## src/rtl/ps2_pkg.sv

```systemverilog
// rtl/ps2_pkg.sv - shared PS/2 scan-code constants and frame state encoding
package ps2_pkg;

    localparam logic [7:0] PS2_EXT   = 8'hE0;
    localparam logic [7:0] PS2_BRK   = 8'hF0;
    localparam logic [7:0] PS2_NUL   = 8'h00;
    localparam logic [7:0] PS2_SPACE = 8'h29;
    localparam logic [7:0] PS2_W     = 8'h1D;
    localparam logic [7:0] PS2_S     = 8'h1B;
    localparam logic [7:0] PS2_ESC   = 8'h76;

    typedef enum logic [1:0] {
        IDLE,
        DATA,
        PARITY,
        STOP
    } frame_state_e;

endpackage

```

## src/rtl/ps2_frame_rx.sv

```systemverilog
// rtl/ps2_frame_rx.sv - PS/2 pin synchroniser, clock glitch filter, frame FSM and watchdog
module ps2_frame_rx
    import ps2_pkg::*;
#(
    parameter int SYNC_STAGES    = 2,
    parameter int FILTER_LEN     = 8,
    parameter int TIMEOUT_CYCLES = 10000
) (
    input  logic       clk,
    input  logic       rst_n,
    input  logic       ps2_clk,
    input  logic       ps2_dat,
    output logic [7:0] rx_data,
    output logic       rx_valid,
    output logic       rx_err
);

    localparam int WD_W = $clog2(TIMEOUT_CYCLES + 1);
    localparam logic [WD_W-1:0] WD_LAST = WD_W'(TIMEOUT_CYCLES - 1);

    logic [SYNC_STAGES-1:0] clk_sync_q, clk_sync_d;
    logic [SYNC_STAGES-1:0] dat_sync_q, dat_sync_d;
    logic [FILTER_LEN-1:0]  filt_sh_q, filt_sh_d;
    logic                   filt_clk_q, filt_clk_d;
    frame_state_e           state_q, state_d;
    logic [2:0]             bitcnt_q, bitcnt_d;
    logic [7:0]             shift_q, shift_d;
    logic                   par_q, par_d;
    logic [WD_W-1:0]        wd_q, wd_d;
    logic [7:0]             rx_data_q, rx_data_d;
    logic                   rx_valid_q, rx_valid_d;
    logic                   rx_err_q, rx_err_d;

    logic clk_s, dat_s, fall;

    always_comb begin
        clk_sync_d = {clk_sync_q[SYNC_STAGES-2:0], ps2_clk};
        dat_sync_d = {dat_sync_q[SYNC_STAGES-2:0], ps2_dat};
        clk_s      = clk_sync_q[SYNC_STAGES-1];
        dat_s      = dat_sync_q[SYNC_STAGES-1];
        filt_sh_d  = {filt_sh_q[FILTER_LEN-2:0], clk_s};

        // The filtered clock only moves once the whole sample window disagrees with it.
        fall       = filt_clk_q && (filt_sh_q == '0);
        filt_clk_d = filt_clk_q;
        if (fall) begin
            filt_clk_d = 1'b0;
        end else if (!filt_clk_q && (&filt_sh_q)) begin
            filt_clk_d = 1'b1;
        end

        state_d    = state_q;
        bitcnt_d   = bitcnt_q;
        shift_d    = shift_q;
        par_d      = par_q;
        rx_data_d  = rx_data_q;
        rx_valid_d = 1'b0;
        rx_err_d   = 1'b0;
        wd_d       = (fall || state_q == IDLE) ? '0 : wd_q + 1'b1;

        case (state_q)
            IDLE: begin
                if (fall && !dat_s) begin
                    state_d  = DATA;
                    bitcnt_d = 3'd0;
                end
            end
            DATA: begin
                if (fall) begin
                    shift_d  = {dat_s, shift_q[7:1]};
                    bitcnt_d = bitcnt_q + 3'd1;
                    if (bitcnt_q == 3'd7) begin
                        state_d = PARITY;
                    end
                end
            end
            PARITY: begin
                if (fall) begin
                    par_d   = dat_s;
                    state_d = STOP;
                end
            end
            STOP: begin
                if (fall) begin
                    if (dat_s && (^{shift_q, par_q})) begin
                        rx_valid_d = 1'b1;
                        rx_data_d  = shift_q;
                    end else begin
                        rx_err_d = 1'b1;
                    end
                    state_d = IDLE;
                end
            end
            default: state_d = IDLE;
        endcase

        // A falling edge clears the watchdog, so this never collides with the STOP outcome.
        if (state_q != IDLE && !fall && wd_q == WD_LAST) begin
            state_d  = IDLE;
            rx_err_d = 1'b1;
            wd_d     = '0;
        end
    end

    always_ff @(posedge clk or negedge rst_n) begin
        if (!rst_n) begin
            clk_sync_q <= '1;
            dat_sync_q <= '1;
            filt_sh_q  <= '1;
            filt_clk_q <= 1'b1;
            state_q    <= IDLE;
            bitcnt_q   <= '0;
            shift_q    <= '0;
            par_q      <= 1'b0;
            wd_q       <= '0;
            rx_data_q  <= '0;
            rx_valid_q <= 1'b0;
            rx_err_q   <= 1'b0;
        end else begin
            clk_sync_q <= clk_sync_d;
            dat_sync_q <= dat_sync_d;
            filt_sh_q  <= filt_sh_d;
            filt_clk_q <= filt_clk_d;
            state_q    <= state_d;
            bitcnt_q   <= bitcnt_d;
            shift_q    <= shift_d;
            par_q      <= par_d;
            wd_q       <= wd_d;
            rx_data_q  <= rx_data_d;
            rx_valid_q <= rx_valid_d;
            rx_err_q   <= rx_err_d;
        end
    end

    assign rx_data  = rx_data_q;
    assign rx_valid = rx_valid_q;
    assign rx_err   = rx_err_q;

endmodule

```

## src/rtl/ps2_key_controller.sv

```systemverilog
// rtl/ps2_key_controller.sv - PS/2 keyboard receiver with E0/F0 decoding and held-key flags
module ps2_key_controller
    import ps2_pkg::*;
#(
    parameter int SYNC_STAGES    = 2,
    parameter int FILTER_LEN     = 8,
    parameter int TIMEOUT_CYCLES = 10000
) (
    input  logic       CLK,
    input  logic       RST_N,
    input  logic       PS2_CLK,
    input  logic       PS2_DAT,
    output logic [7:0] RX_DATA,
    output logic       RX_VALID,
    output logic       RX_ERR,
    output logic [7:0] SCAN_CODE,
    output logic       KEY_EVENT,
    output logic       KEY_BREAK,
    output logic       KEY_EXT,
    output logic       KEYPRESS_SPACE,
    output logic       KEYPRESS_W,
    output logic       KEYPRESS_S,
    output logic       KEYPRESS_ESC
);

    logic [7:0] rx_data;
    logic       rx_valid, rx_err;

    ps2_frame_rx #(
        .SYNC_STAGES   (SYNC_STAGES),
        .FILTER_LEN    (FILTER_LEN),
        .TIMEOUT_CYCLES(TIMEOUT_CYCLES)
    ) u_frame_rx (
        .clk     (CLK),
        .rst_n   (RST_N),
        .ps2_clk (PS2_CLK),
        .ps2_dat (PS2_DAT),
        .rx_data (rx_data),
        .rx_valid(rx_valid),
        .rx_err  (rx_err)
    );

    logic       ext_q, ext_d;
    logic       brk_q, brk_d;
    logic [7:0] scan_q, scan_d;
    logic       key_event_q, key_event_d;
    logic       key_break_q, key_break_d;
    logic       key_ext_q, key_ext_d;
    logic       space_q, space_d;
    logic       w_q, w_d;
    logic       s_q, s_d;
    logic       esc_q, esc_d;

    always_comb begin
        ext_d       = ext_q;
        brk_d       = brk_q;
        scan_d      = scan_q;
        key_event_d = 1'b0;
        key_break_d = key_break_q;
        key_ext_d   = key_ext_q;
        space_d     = space_q;
        w_d         = w_q;
        s_d         = s_q;
        esc_d       = esc_q;

        if (rx_err) begin
            ext_d = 1'b0;
            brk_d = 1'b0;
        end else if (rx_valid) begin
            if (rx_data == PS2_EXT) begin
                ext_d = 1'b1;
            end else if (rx_data == PS2_BRK) begin
                brk_d = 1'b1;
            end else if (rx_data != PS2_NUL) begin
                key_event_d = 1'b1;
                scan_d      = rx_data;
                key_break_d = brk_q;
                key_ext_d   = ext_q;
                ext_d       = 1'b0;
                brk_d       = 1'b0;
                // Extended keys share codes with the base set, so they must not touch held flags.
                if (!ext_q) begin
                    if (rx_data == PS2_SPACE) space_d = !brk_q;
                    if (rx_data == PS2_W)     w_d     = !brk_q;
                    if (rx_data == PS2_S)     s_d     = !brk_q;
                    if (rx_data == PS2_ESC)   esc_d   = !brk_q;
                end
            end
        end
    end

    always_ff @(posedge CLK or negedge RST_N) begin
        if (!RST_N) begin
            ext_q       <= 1'b0;
            brk_q       <= 1'b0;
            scan_q      <= '0;
            key_event_q <= 1'b0;
            key_break_q <= 1'b0;
            key_ext_q   <= 1'b0;
            space_q     <= 1'b0;
            w_q         <= 1'b0;
            s_q         <= 1'b0;
            esc_q       <= 1'b0;
        end else begin
            ext_q       <= ext_d;
            brk_q       <= brk_d;
            scan_q      <= scan_d;
            key_event_q <= key_event_d;
            key_break_q <= key_break_d;
            key_ext_q   <= key_ext_d;
            space_q     <= space_d;
            w_q         <= w_d;
            s_q         <= s_d;
            esc_q       <= esc_d;
        end
    end

    assign RX_DATA        = rx_data;
    assign RX_VALID       = rx_valid;
    assign RX_ERR         = rx_err;
    assign SCAN_CODE      = scan_q;
    assign KEY_EVENT      = key_event_q;
    assign KEY_BREAK      = key_break_q;
    assign KEY_EXT        = key_ext_q;
    assign KEYPRESS_SPACE = space_q;
    assign KEYPRESS_W     = w_q;
    assign KEYPRESS_S     = s_q;
    assign KEYPRESS_ESC   = esc_q;

endmodule

```

## config.mk

```make
export PLATFORM = sky130hd
export DESIGN_NAME = ps2_key_controller
export DESIGN_NICKNAME = d
export VERILOG_FILES = /design/src/rtl/ps2_pkg.sv /design/src/rtl/ps2_frame_rx.sv /design/src/rtl/ps2_key_controller.sv
export SDC_FILE = /design/constraint.sdc
export NUM_CORES = 1
export LEC_CHECK = 0
export BUFFER_PORTS_ARGS = -buffer_cell sky130_fd_sc_hd__buf_2
export CORE_MARGIN = 3
export CORE_UTILIZATION = 36
export CTS_CLUSTER_SIZE = 30
export DETAILED_ROUTE_END_ITERATION = 8
export SYNTH_ARGS = -nofsm -noshare
export SYNTH_HDL_FRONTEND = slang
export SYNTH_SLANG_ARGS = --single-unit
```

## constraint.sdc

```tcl
create_clock -name CLK -period 2.4 [get_ports CLK]
set_input_delay 0.24 -clock CLK [delete_from_list [all_inputs] [get_ports CLK]]
set_output_delay 0.24 -clock CLK [all_outputs]
set_load 0.01 [all_outputs]
```

[Word level (Yosys, flattened, before mapping)]
Index checks and enable logic that the tools add are counted.
Operators by class
  eq/ne operators: 20
  bitwise logic cells: 4
  add/sub/neg operators: 2
  reduce and logical (&&, ||, !) cells: 34
  mux-type cells: 35
Operator list (number)
  $mux 14: 2
  $reduce_and 7->1: 4
  $mux 1: 23
  $eq 8x5->1 const B: 2
  $eq 8x8->1 const B: 2
  $add 14x1->14 const B: 1
  $eq 14x14->1 const B: 1
  $mux 2: 6
  $ne 3x1->1 const B: 4
  $reduce_and 3->1: 4
  $reduce_and 5->1: 2
  $reduce_xor 9->1: 1
  $eq 8x6->1 const B: 1
  $eq 8x7->1 const B: 1
  $logic_not 8->1: 1
  $pmux 2 s4: 1
  $reduce_and 8->1: 1
  $reduce_bool 2->1: 4
  $reduce_bool 8->1: 1
  $logic_and 1x1->1: 6
  $mux 3: 2
  $pmux 3 s2: 1
  $reduce_bool 3->1: 2
  $eq 2x2->1 const B: 2
  other kinds (12): 20
Word-level totals
  word-level logic and storage cells: 117
  register bits after elaboration: 68
  output and inout bits: 25

[Depth between registers and ports, before layout]
Gate-level depths: netlist of the first run.
  depth after elaboration: 7
  mapped depth: 8
  depth with buffers taken out: 6

[Hierarchy]
A second synthesis of the first run with hierarchy kept.
Unflattened totals
  cell total of the unflattened synthesis: 234
  area, all modules: 3015.4 um^2
Modules (own cells, without submodules)
  ps2_frame_rx: times used 1, sequential area each 1292.5 um^2, area an instance 2190.9 um^2, cells an instance 169
  ps2_key_controller: times used 1, sequential area each 425.4 um^2, area an instance 824.5 um^2, cells an instance 65

[Worst setup path after synthesis of the first run]
OpenSTA, ideal clock, no wires.
  path kind: register -> register
  start point: register u_frame_rx.rx_data_q[1], in the netlist u_frame_rx.rx_data[1]
  end point: register scan_q[0], in the netlist SCAN_CODE[0]
  setup slack: 596 ps
  cell stages (with the launch flop): 6
  data arrival time: 1679 ps
  path buffers: 1
  library setup time: 125 ps
  cells stage by stage: dfrtp_1 -> nor4_1 -> o21ai_0 -> nand3b_1 -> buf_2 -> mux2_2
Between the ends
  word-level cells in the longest chain between the ends: 3
  elaborated cells on any way between the ends: 6
RTL lines
  start, declared: RTL line ps2_frame_rx.sv:30  | logic [7:0] rx_data_q, rx_data_d;
  start signal, assigned: RTL line ps2_frame_rx.sv:129  | rx_data_q <= rx_data_d;
  $eq 8x8->1, on equally long branches: RTL line ps2_key_controller.sv:72, ps2_key_controller.sv:70
  $not 1->1 (no line)
  $reduce_and 5->1 (no line) *
  end signal, assigned: RTL line ps2_key_controller.sv:107  | scan_q <= scan_d;
  end, declared: RTL line ps2_key_controller.sv:45  | logic [7:0] scan_q, scan_d;
Every way passes the cells marked *; elsewhere a longest branch is shown, timed or not.
A chain may end at the register's enable or synchronous reset.

[Worst setup path after layout of the first run]
  start point: register u_frame_rx.rx_data_q[1], in the netlist u_frame_rx.rx_data[1]
  end point: register scan_q[1], in the netlist SCAN_CODE[1]
Between the ends
  word-level cells in the longest chain between the ends: 3
  elaborated cells on any way between the ends: 6
RTL lines (RTL line)
  $eq 8x8->1, on equally long branches: ps2_key_controller.sv:72, ps2_key_controller.sv:70
  $not 1->1 (no line)
  $reduce_and 5->1 (no line)
Parallel ways exist; a longest one is shown, timed or not.

==> summary.txt, run 1 <==
Run status
  • Status: complete, no violations

Layout
  • Most frequent cells in the layout: dfrtp_1 (55), buf_2 (28), mux2_2 (24)
  • # diodes: 0
  • Final Core Density: 0.4434
  • Finished Layout Cells: 395
  • Most common cell after layout, fill and taps aside: dfrtp_1
  • Nets: 300
  • Layout cell share with drive strength beyond 1: 0.3003
  • Fill count: 749
  • Area growth syn-to-layout: 17.14%
  • Design area: 3480 um2

Routing
  • Pre-Repair DR Iteration Count: 4
  • Drt drc: 0
  • WL/cell: 13.17 um
  • Vias after detailed routing: 1918
  • Drt via density: 4.856
  • DRT antenna net count: 0
  • Initial drt markers: 53
  • Detailed Route WL: 5203 um

Placement
  • I/O Buffers: 28
  • Dpl cell area: 3246 um2
  • DP HPWL: 3655 um
  • GP Congestion: 0.7436
  • Place WS: 402.5 ps
  • Number of cells in the design after placement: 376

Worst setup path
  • Worst EP required: 2610 ps
  • Crit path cell chain: nor4_1 > o21ai_0 > nand3b_1 > buf_4 > mux2_2
  • Slowest cell delay on critical path: 470 ps
  • Slowest-stage cell, CP: dfrtp_1
  • Crit end category: flip-flop
  • Critical path class: reg2reg
  • Arr. time, crit path: 2230 ps
  • CP Max Fanout: 8
  • CP Launch Type: flip-flop

Pwr
  • Pwr dens: 729.4 nW/um2
  • Pleak: 1.732 nW
  • Worst-case vdd ir drop: 0.4549 mV

Timing
  • Slew Viols, Final: 0
  • Slew margin rel.: 0.5859
  • RSZ-0062 raised after global routing: no
  • F_max: 496.2 MHz
  • Setup violators final: 0
  • Setup WS post-layout: 384.7 ps
  • Slew of the pin with the lowest slew margin: 621.1 ps
  • Setup TNS: 0 ps
  • Setup Skew: 12.37 ps
  • Fin crit period: 2015 ps
  • Final hold violations: 0
  • Tcrit/Tclk final: 0.8397

Global route
  • Gr ovfl total: 0
  • Initial antenna violation count: 0
  • Pin count of the biggest net entering global routing: 31
  • All-Layer GR Usage: 0.1215
  • Global-route wire length before repair: 9390 um
  • Vias in the first global route: 1964

CTS
  • Longest Clk Path Bufs: 2
  • Clock latency on the worst-skew pair: 330 ps
  • Root Buffer: clkbuf_8
  • Num CTS Buffers: 9
  • CTS tree: done
  • Setup bufs post-CTS: 0
  • Clock transition at the registers of the reported paths: 70 ps
  • Clock Sinks: 68
  • CTS resizes: 0
  • Htree depth: 3

Synth
  • Mapped Area: 2970 um2
  • Ys async rst share: 1.000
  • Avg Inst Size Synth: 12.03 um2
  • Synth Flop Type: dfrtp_1
  • Syn Nets: 259
  • Post-synth EDFFs: 0
  • Synth unique cells: 41
  • Synth Register Bits: 68
  • Seq/Total Area, Yosys: 0.5783
  • Cells after Synth: 247
  • Yosys warnings: 0

Floorplan
  • Core box area: 7848 um2
  • Die Width: 96.84 um
  • Die area: 9377 um2
  • Initial Utilization: 0.3785
  • Die H: 96.84 um
  • IO Count: 29
  • Site row count: 32

Job
  • Max-cap viol count: 0

Hold path
  • Worst Hold Class: reg2reg
-- final cells by class --
class	count	area (um2)	area share
repair buffers	35	200.2	0.05753
clock buffers	13	158.9	0.04567
flip-flops and latches	68	1718	0.4937
multi-input cells	162	1185	0.3405
inverters	12	45.04	0.01294
clock inverters	3	45.04	0.01294
well taps	102	127.6	0.03668
-- sequential cells by signal (all words and copies together), names as in the netlist, 2 cells and up --
| name | cells |
|---|---|
| u_frame_rx.filt_sh_q | 8 |
| u_frame_rx.dat_sync_q | 2 |
| SCAN_CODE | 8 |
| u_frame_rx.clk_sync_q | 2 |
| u_frame_rx.wd_q | 14 |
| u_frame_rx.rx_data | 8 |
| u_frame_rx.bitcnt_q | 3 |
| u_frame_rx.shift_q | 8 |
| u_frame_rx.state_q | 2 |
-- through the flow --
step                hold slack, ps  power [mW]
floorplan                   -55.59       1.523
global placement             297.4       1.610
detailed placement           298.7       1.612
CTS                          356.3       2.573
global route                 360.4       2.700
finish                       356.1       2.538
-- power by group --
part | internal, mW | leakage (nW) | total, mW | switching, mW
clock network | 0.538 | 0.0959 | 0.948 | 0.410
logic | 0.139 | 0.737 | 0.341 | 0.201
registers | 1.21 | 0.899 | 1.25 | 0.0412
total | 1.89 | 1.73 | 2.54 | 0.653
-- routing by layer --
layer | global-route usage | share of wire | vias to the layer above
met3 | 0.04326 | 0.045 | 7
met5 | 0 | 0 | -
met2 | 0.1762 | 0.45 | 35
li1 | - | - | 936
met4 | 0.04860 | 0.017 | 0
met1 | 0.1656 | 0.49 | 940
-- cells in the mapped netlist (7+ instances only) --
master,count,area [um2]
dfrtp_1,55,1376
dfstp_2,13,341.6
ha_1,8,100.1
inv_1,12,45.04
mux2_2,24,270.3
nand2_1,17,63.81
nor2_1,23,86.33
o21ai_0,9,45.04
xnor2_1,10,87.58
xor2_1,7,61.31
-- what timing repair did --
action	in CTS	in global routing
hold endpoints to repair	18	0
hold buffers	3	0
setup endpoints to repair	0	0
-- worst max-delay path, delay by kind of cell, from the launching register on --
family	cells	cell delay, ps
multiplexers	1	340
AND/OR/NAND/NOR	2	710
buffers and inverters	1	220
AO/OA/AOI/OAI	1	170
flip-flops	1	470
-- path summary, 6_finish.rpt --
kind	endpoint	from	slack, ps	depth (start not counted)
max in group asynchronous	ext_q	RST_N	1180	3
hold reg to reg	u_frame_rx.dat_sync_q[1]	u_frame_rx.dat_sync_q[0]	360	0
min in group asynchronous	u_frame_rx.wd_q[12]	RST_N	470	2
setup / recovery	SCAN_CODE[1]	u_frame_rx.rx_data[1]	380	5
setup reg to reg	SCAN_CODE[1]	u_frame_rx.rx_data[1]	380	5
hold / removal	u_frame_rx.dat_sync_q[1]	u_frame_rx.dat_sync_q[0]	360	0
-- cells by family after synthesis --
logic type	after synthesis	synth area share
muxes	27	0.1011
adders and majority gates	8	0.03370
AOI/OAI and AO/OA	24	0.05013
buffers and inverters	17	0.02274
and+or+nand+nor	84	0.1508
DFF	68	0.5783
xor gates and xnor gates	19	0.06318
Power figures use the tool's default switching activity.
==> run 2, diff against run 1 <==
==> constraint.sdc (replaced) <==
create_clock -name CLK -period 1.8 [get_ports CLK]
set_input_delay 0.18 -clock CLK [delete_from_list [all_inputs] [get_ports CLK]]
set_output_delay 0.18 -clock CLK [all_outputs]
set_load 0.01 [all_outputs]
==> run 2 against run 1 <==
  * The flow now finishes with violations (setup timing)
  * Largest cell class unchanged
  * Largest power group unchanged
  * Setup slack lost 460 ps
  * Combinational power grew 74%
  * Maximum frequency up 7.4%
  * Design area increased by 12%
  * Critical path depth did not move
  * Highest routed layer unchanged
  * Hold slack better by 1.7 ps
==> summary.txt, run 2 (same netlist as run 1, synthesis figures left out) <==
Floorplan
  • Site row count: 32
  • Die H: 96.84 um
  • Die area: 9377 um2
  • Core box area: 7848 um2
  • IO Count: 29
  • Die Width: 96.84 um
  • Initial Utilization: 0.3785

Placement
  • DP HPWL: 4159 um
  • I/O Buffers: 28
  • GP Congestion: 0.8141

Timing
  • RSZ-0062 raised after global routing: yes
  • Hold_ws: 357.9 ps
  • Setup violators final: 9
  • Slew of the pin with the lowest slew margin: 592.2 ps
  • Setup TNS: -569.2 ps
  • Tcrit/Tclk final: 1.042
  • Slew Viols, Final: 0
  • Fin crit period: 1876 ps
  • F_max: 533.0 MHz
  • Setup Skew: 11.22 ps
  • Setup WS post-layout: -76.24 ps
  • Final hold violations: 0
  • Slew margin rel.: 0.6052

Layout
  • Layout cell share with drive strength beyond 1: 0.4157
  • Area growth syn-to-layout: 31.26%
  • Max reg flops: 14
  • Final Core Density: 0.4968
  • Most common cell after layout, fill and taps aside: dfrtp_1
  • Most frequent cells in the layout: dfrtp_1 (55), buf_4 (37), buf_2 (29)
  • # diodes: 0
  • Nets: 339
  • Largest Register: u_frame_rx.wd_q

Worst setup path
  • Crit end category: flip-flop
  • Crit path cell chain: xnor2_1 > xnor3_2 > xnor2_4 > nand4_4 > mux2_4
  • Critical path class: reg2reg
  • CP Max Fanout: 4
  • CP Launch Type: flip-flop
  • Slowest-stage cell, CP: xnor3_2
  • Arr. time, crit path: 2110 ps
  • Slowest cell delay on critical path: 480 ps
  • Worst EP required: 2030 ps

Global route
  • Vias in the first global route: 2164
  • All-Layer GR Usage: 0.1358
  • Gr ovfl total: 0
  • Initial antenna violation count: 0
  • Global-route wire length before repair: 10330 um
  • Pin count of the biggest net entering global routing: 26

CTS
  • Longest Clk Path Bufs: 2
  • Clock transition at the registers of the reported paths: 80 ps
  • Clock Sinks: 68
  • Root Buffer: clkbuf_8
  • CTS tree: done
  • Num CTS Buffers: 9
  • Clock latency on the worst-skew pair: 340 ps
  • Htree depth: 3

Job
  • Max-cap viol count: 0

Routing
  • Pre-Repair DR Iteration Count: 4
  • Drt drc: 0
  • Initial drt markers: 97
  • Vias after detailed routing: 2085
  • Detailed Route WL: 6039 um
  • Drt via density: 4.804
  • WL/cell: 13.91 um
  • DRT antenna net count: 0

Pwr
  • Pwr dens: 916.7 nW/um2
  • Pleak: 1.975 nW
  • Worst-case vdd ir drop: 0.6616 mV

Hold path
  • Worst Hold Class: reg2reg

Run status
  • Failing checks: setup timing
  • Status: complete, but fails checks
run 2: stage by stage:
stage	instance area, um2	setup slack (ps)	std cells	power [mW]
2_1_floorplan	2977	1.134	247	2.031
5_1_grt	3899	-162.4	434	3.796
3_3_place_gp	3507	-53.02	405	2.233
4_1_cts	3761	-81.98	424	3.586
6_report	3899	-76.24	434	3.574
3_5_place_dp	3507	-78.70	405	2.257
run 2: routing by layer:
layer	GRT usage	routed length, um	vias to the layer above
met5	0	0	-
met2	0.2160	2904	42
met1	0.1728	2795	1015
li1	-	-	1024
met3	0.03749	262	4
met4	0.06048	77	0
run 2: timing repair:
action	CTS	global route
setup endpoints to repair	13	20
pin swaps	2	5
gates resized for setup	4	11
buffers inserted	0	8
hold endpoints to repair	13	0
hold buffers	3	0
cloned	0	2
run 2: path summary, 6_finish.rpt:
| path | from | endpoint | slack, ps | cells past startpoint |
|---|---|---|---|---|
| max | u_frame_rx.shift_q[1] | u_frame_rx.rx_data[2] | -80 | 5 |
| min reg2reg | u_frame_rx.dat_sync_q[0] | u_frame_rx.dat_sync_q[1] | 360 | 0 |
| max in group asynchronous | RST_N | u_frame_rx.dat_sync_q[0] | 830 | 3 |
| min in group asynchronous | RST_N | u_frame_rx.wd_q[12] | 370 | 2 |
| min | u_frame_rx.dat_sync_q[0] | u_frame_rx.dat_sync_q[1] | 360 | 0 |
| max reg2reg | u_frame_rx.shift_q[1] | u_frame_rx.rx_data[2] | -80 | 5 |
run 2: area by class of cell:
class | count | area (um2)
Tap cell | 102 | 127.6
Multi-Input combinational cell | 163 | 1276
Sequential cell | 68 | 1718
Timing Repair Buffer | 73 | 524.3
Clock inverter | 7 | 83.83
Inverter | 12 | 45.04
Fill cell | 703 | 3949
Clock buffer | 9 | 123.9
run 2: power by group:
part,internal (mW),switching (mW),leakage (nW)
clock network,0.664,0.651,0.102
registers,1.61,0.0580,0.899
logic,0.272,0.320,0.974
run 2: worst max-delay path: cells and delay by family (launching register included):
kind,cells,cell delay (ps)
XOR/XNOR,3,880
multiplexers,1,330
AND/OR/NAND/NOR,1,160
flip-flops,1,390
==> run 3, diff against run 2 <==
--- a/config.mk
+++ b/config.mk
@@ -10,6 +10,7 @@
 export CORE_UTILIZATION = 36
 export CTS_CLUSTER_SIZE = 30
 export DETAILED_ROUTE_END_ITERATION = 8
+export SKIP_LAST_GASP = 1
 export SYNTH_ARGS = -nofsm -noshare
 export SYNTH_HDL_FRONTEND = slang
 export SYNTH_SLANG_ARGS = --single-unit
==> run 3 against run 2 <==
  * Total power barely moved
  * Wire length rose by 1.1%
  * Register-to-register slack barely moved
  * Die area did not move
  * Critical path depth did not move
  * Largest cell class unchanged
  * Design area did not move
  * Non-clock buffer count did not move
  * Sequential power barely moved
  * The run still ends with setup timing left
  * Clock skew barely moved
  * Core utilization did not move
  * Hold slack barely moved
==> summary.txt, run 3 (same netlist as run 1, synthesis figures left out) <==
CTS
  • Root Buffer: clkbuf_8
  • Clock transition at the registers of the reported paths: 80 ps
  • Clock latency on the worst-skew pair: 340 ps
  • CTS tree: done
  • Htree depth: 3
  • Clock Sinks: 68
  • Num CTS Buffers: 9
  • Longest Clk Path Bufs: 2

Layout
  • Max reg flops: 14
  • Fill count: 707
  • Layout cell share with drive strength beyond 1: 0.4157
  • Most frequent cells in the layout: dfrtp_1 (55), buf_4 (37), buf_2 (29)
  • Area growth syn-to-layout: 31.26%
  • Most common cell after layout, fill and taps aside: dfrtp_1
  • Nets: 339
  • # diodes: 0
  • Largest Register: u_frame_rx.wd_q

Floorplan
  • IO Count: 29
  • Site row count: 32
  • Die Width: 96.84 um
  • Die H: 96.84 um
  • Core box area: 7848 um2
  • Die area: 9377 um2
  • Initial Utilization: 0.3785

Run status
  • Failing checks: setup timing
  • Status: complete, but fails checks

Pwr
  • Worst-case vdd ir drop: 0.6625 mV
  • Tot Pwr: 3.575 mW
  • Pleak: 1.975 nW
  • Pwr dens: 916.9 nW/um2

Worst setup path
  • CP Max Fanout: 4
  • Crit end category: flip-flop
  • CP Launch Type: flip-flop
  • Worst-case reg-to-reg path depth: 5
  • Critical path class: reg2reg
  • Arr. time, crit path: 2110 ps
  • Worst EP required: 2030 ps

Timing
  • Setup violators final: 9
  • F_max: 532.1 MHz
  • Slew of the pin with the lowest slew margin: 586.2 ps
  • RSZ-0062 raised after global routing: yes
  • Tcrit/Tclk final: 1.044
  • Setup Skew: 10.77 ps
  • Slew Viols, Final: 0
  • Hold_ws: 358.0 ps
  • Slew margin rel.: 0.6092
  • Final hold violations: 0
  • Fin crit period: 1879 ps
  • Setup WS post-layout: -79.19 ps

Job
  • Max-cap viol count: 0

Routing
  • Drt via density: 4.839
  • DRT antenna net count: 0
  • WL/cell: 14.07 um
  • Initial drt markers: 91
  • Pre-Repair DR Iteration Count: 4
  • Drt drc: 0
  • Vias after detailed routing: 2100
  • Detailed Route WL: 6108 um

Global route
  • Gr ovfl total: 0
  • Global-route wire length before repair: 10330 um
  • All-Layer GR Usage: 0.1358
  • Vias in the first global route: 2164
  • Pin count of the biggest net entering global routing: 26
  • Initial antenna violation count: 0

Placement
  • GP Congestion: 0.8141
  • I/O Buffers: 28
  • DP HPWL: 4159 um

Hold path
  • Worst Hold Class: reg2reg
  • Min-Delay Path Depth: 0
run 3: cell counts in the layout (fill, tap and decap cells not counted):
No cell type changed its count.
run 3: path summary, 6_finish.rpt:
kind | start | endpoint | slack, ps
min in group asynchronous | RST_N | SCAN_CODE[0] | 370
setup / recovery | u_frame_rx.shift_q[1] | u_frame_rx.rx_data[2] | -80
max in group asynchronous | RST_N | u_frame_rx.dat_sync_q[0] | 830
hold reg to reg | u_frame_rx.dat_sync_q[0] | u_frame_rx.dat_sync_q[1] | 360
setup reg to reg | u_frame_rx.shift_q[1] | u_frame_rx.rx_data[2] | -80
hold / removal | u_frame_rx.dat_sync_q[0] | u_frame_rx.dat_sync_q[1] | 360
run 3: power breakdown:
group          switching (mW)  leakage (nW)  internal (mW)
combinational           0.324         0.974          0.273
sequential             0.0579         0.899           1.61
clock                   0.647         0.102          0.664
total                    1.03          1.97           2.55
run 3: final cells by class:
type                       count  area [um2]  share of cell area
clock buffer                   9       123.9             0.03177
clock inverter                 7       83.83             0.02150
inverter                      12       45.04             0.01155
multi-input combinational    163        1276              0.3273
sequential                    68        1718              0.4406
tap                          102       127.6             0.03273
timing repair buffer          73       524.3              0.1345
run 3: routing by layer:
layer | global-route usage | up-vias | wire length (um)
li1 | - | 1024 | -
met1 | 0.1728 | 1021 | 2754
met2 | 0.2160 | 51 | 3011
met3 | 0.03749 | 4 | 265
met4 | 0.06048 | 0 | 77
met5 | 0 | - | 0
run 3: repair_timing:
| action | CTS | global route |
|---|---|---|
| hold endpoints to repair | 13 | 0 |
| pin swaps | 2 | 5 |
| setup endpoints to repair | 13 | 20 |
| buffers inserted | 0 | 8 |
| resized for setup | 3 | 12 |
| hold buffers | 3 | 0 |
| gates cloned | 0 | 2 |
run 3: stage by stage:
step                      setup TNS [ps]  cells  setup slack, ps  cell area, um2    util
final                             -585.9    434           -79.19            3899  0.4968
after global routing               -1411    434           -162.3            3899  0.4968
after CTS                         -585.7    424           -81.98            3757  0.4788
after detailed placement          -634.7    405           -78.70            3507  0.4469
after global placement            -417.9    405           -53.02            3507  0.4469
after floorplan                        0    247            1.134            2977       -
run 3: worst max-delay path, cell delays in order, from the launching register on:
cell	delay, ps
dfrtp_1	390
xnor2_1	160
xnor3_2	480
xnor2_4	250
nand4_4	160
mux2_4	330
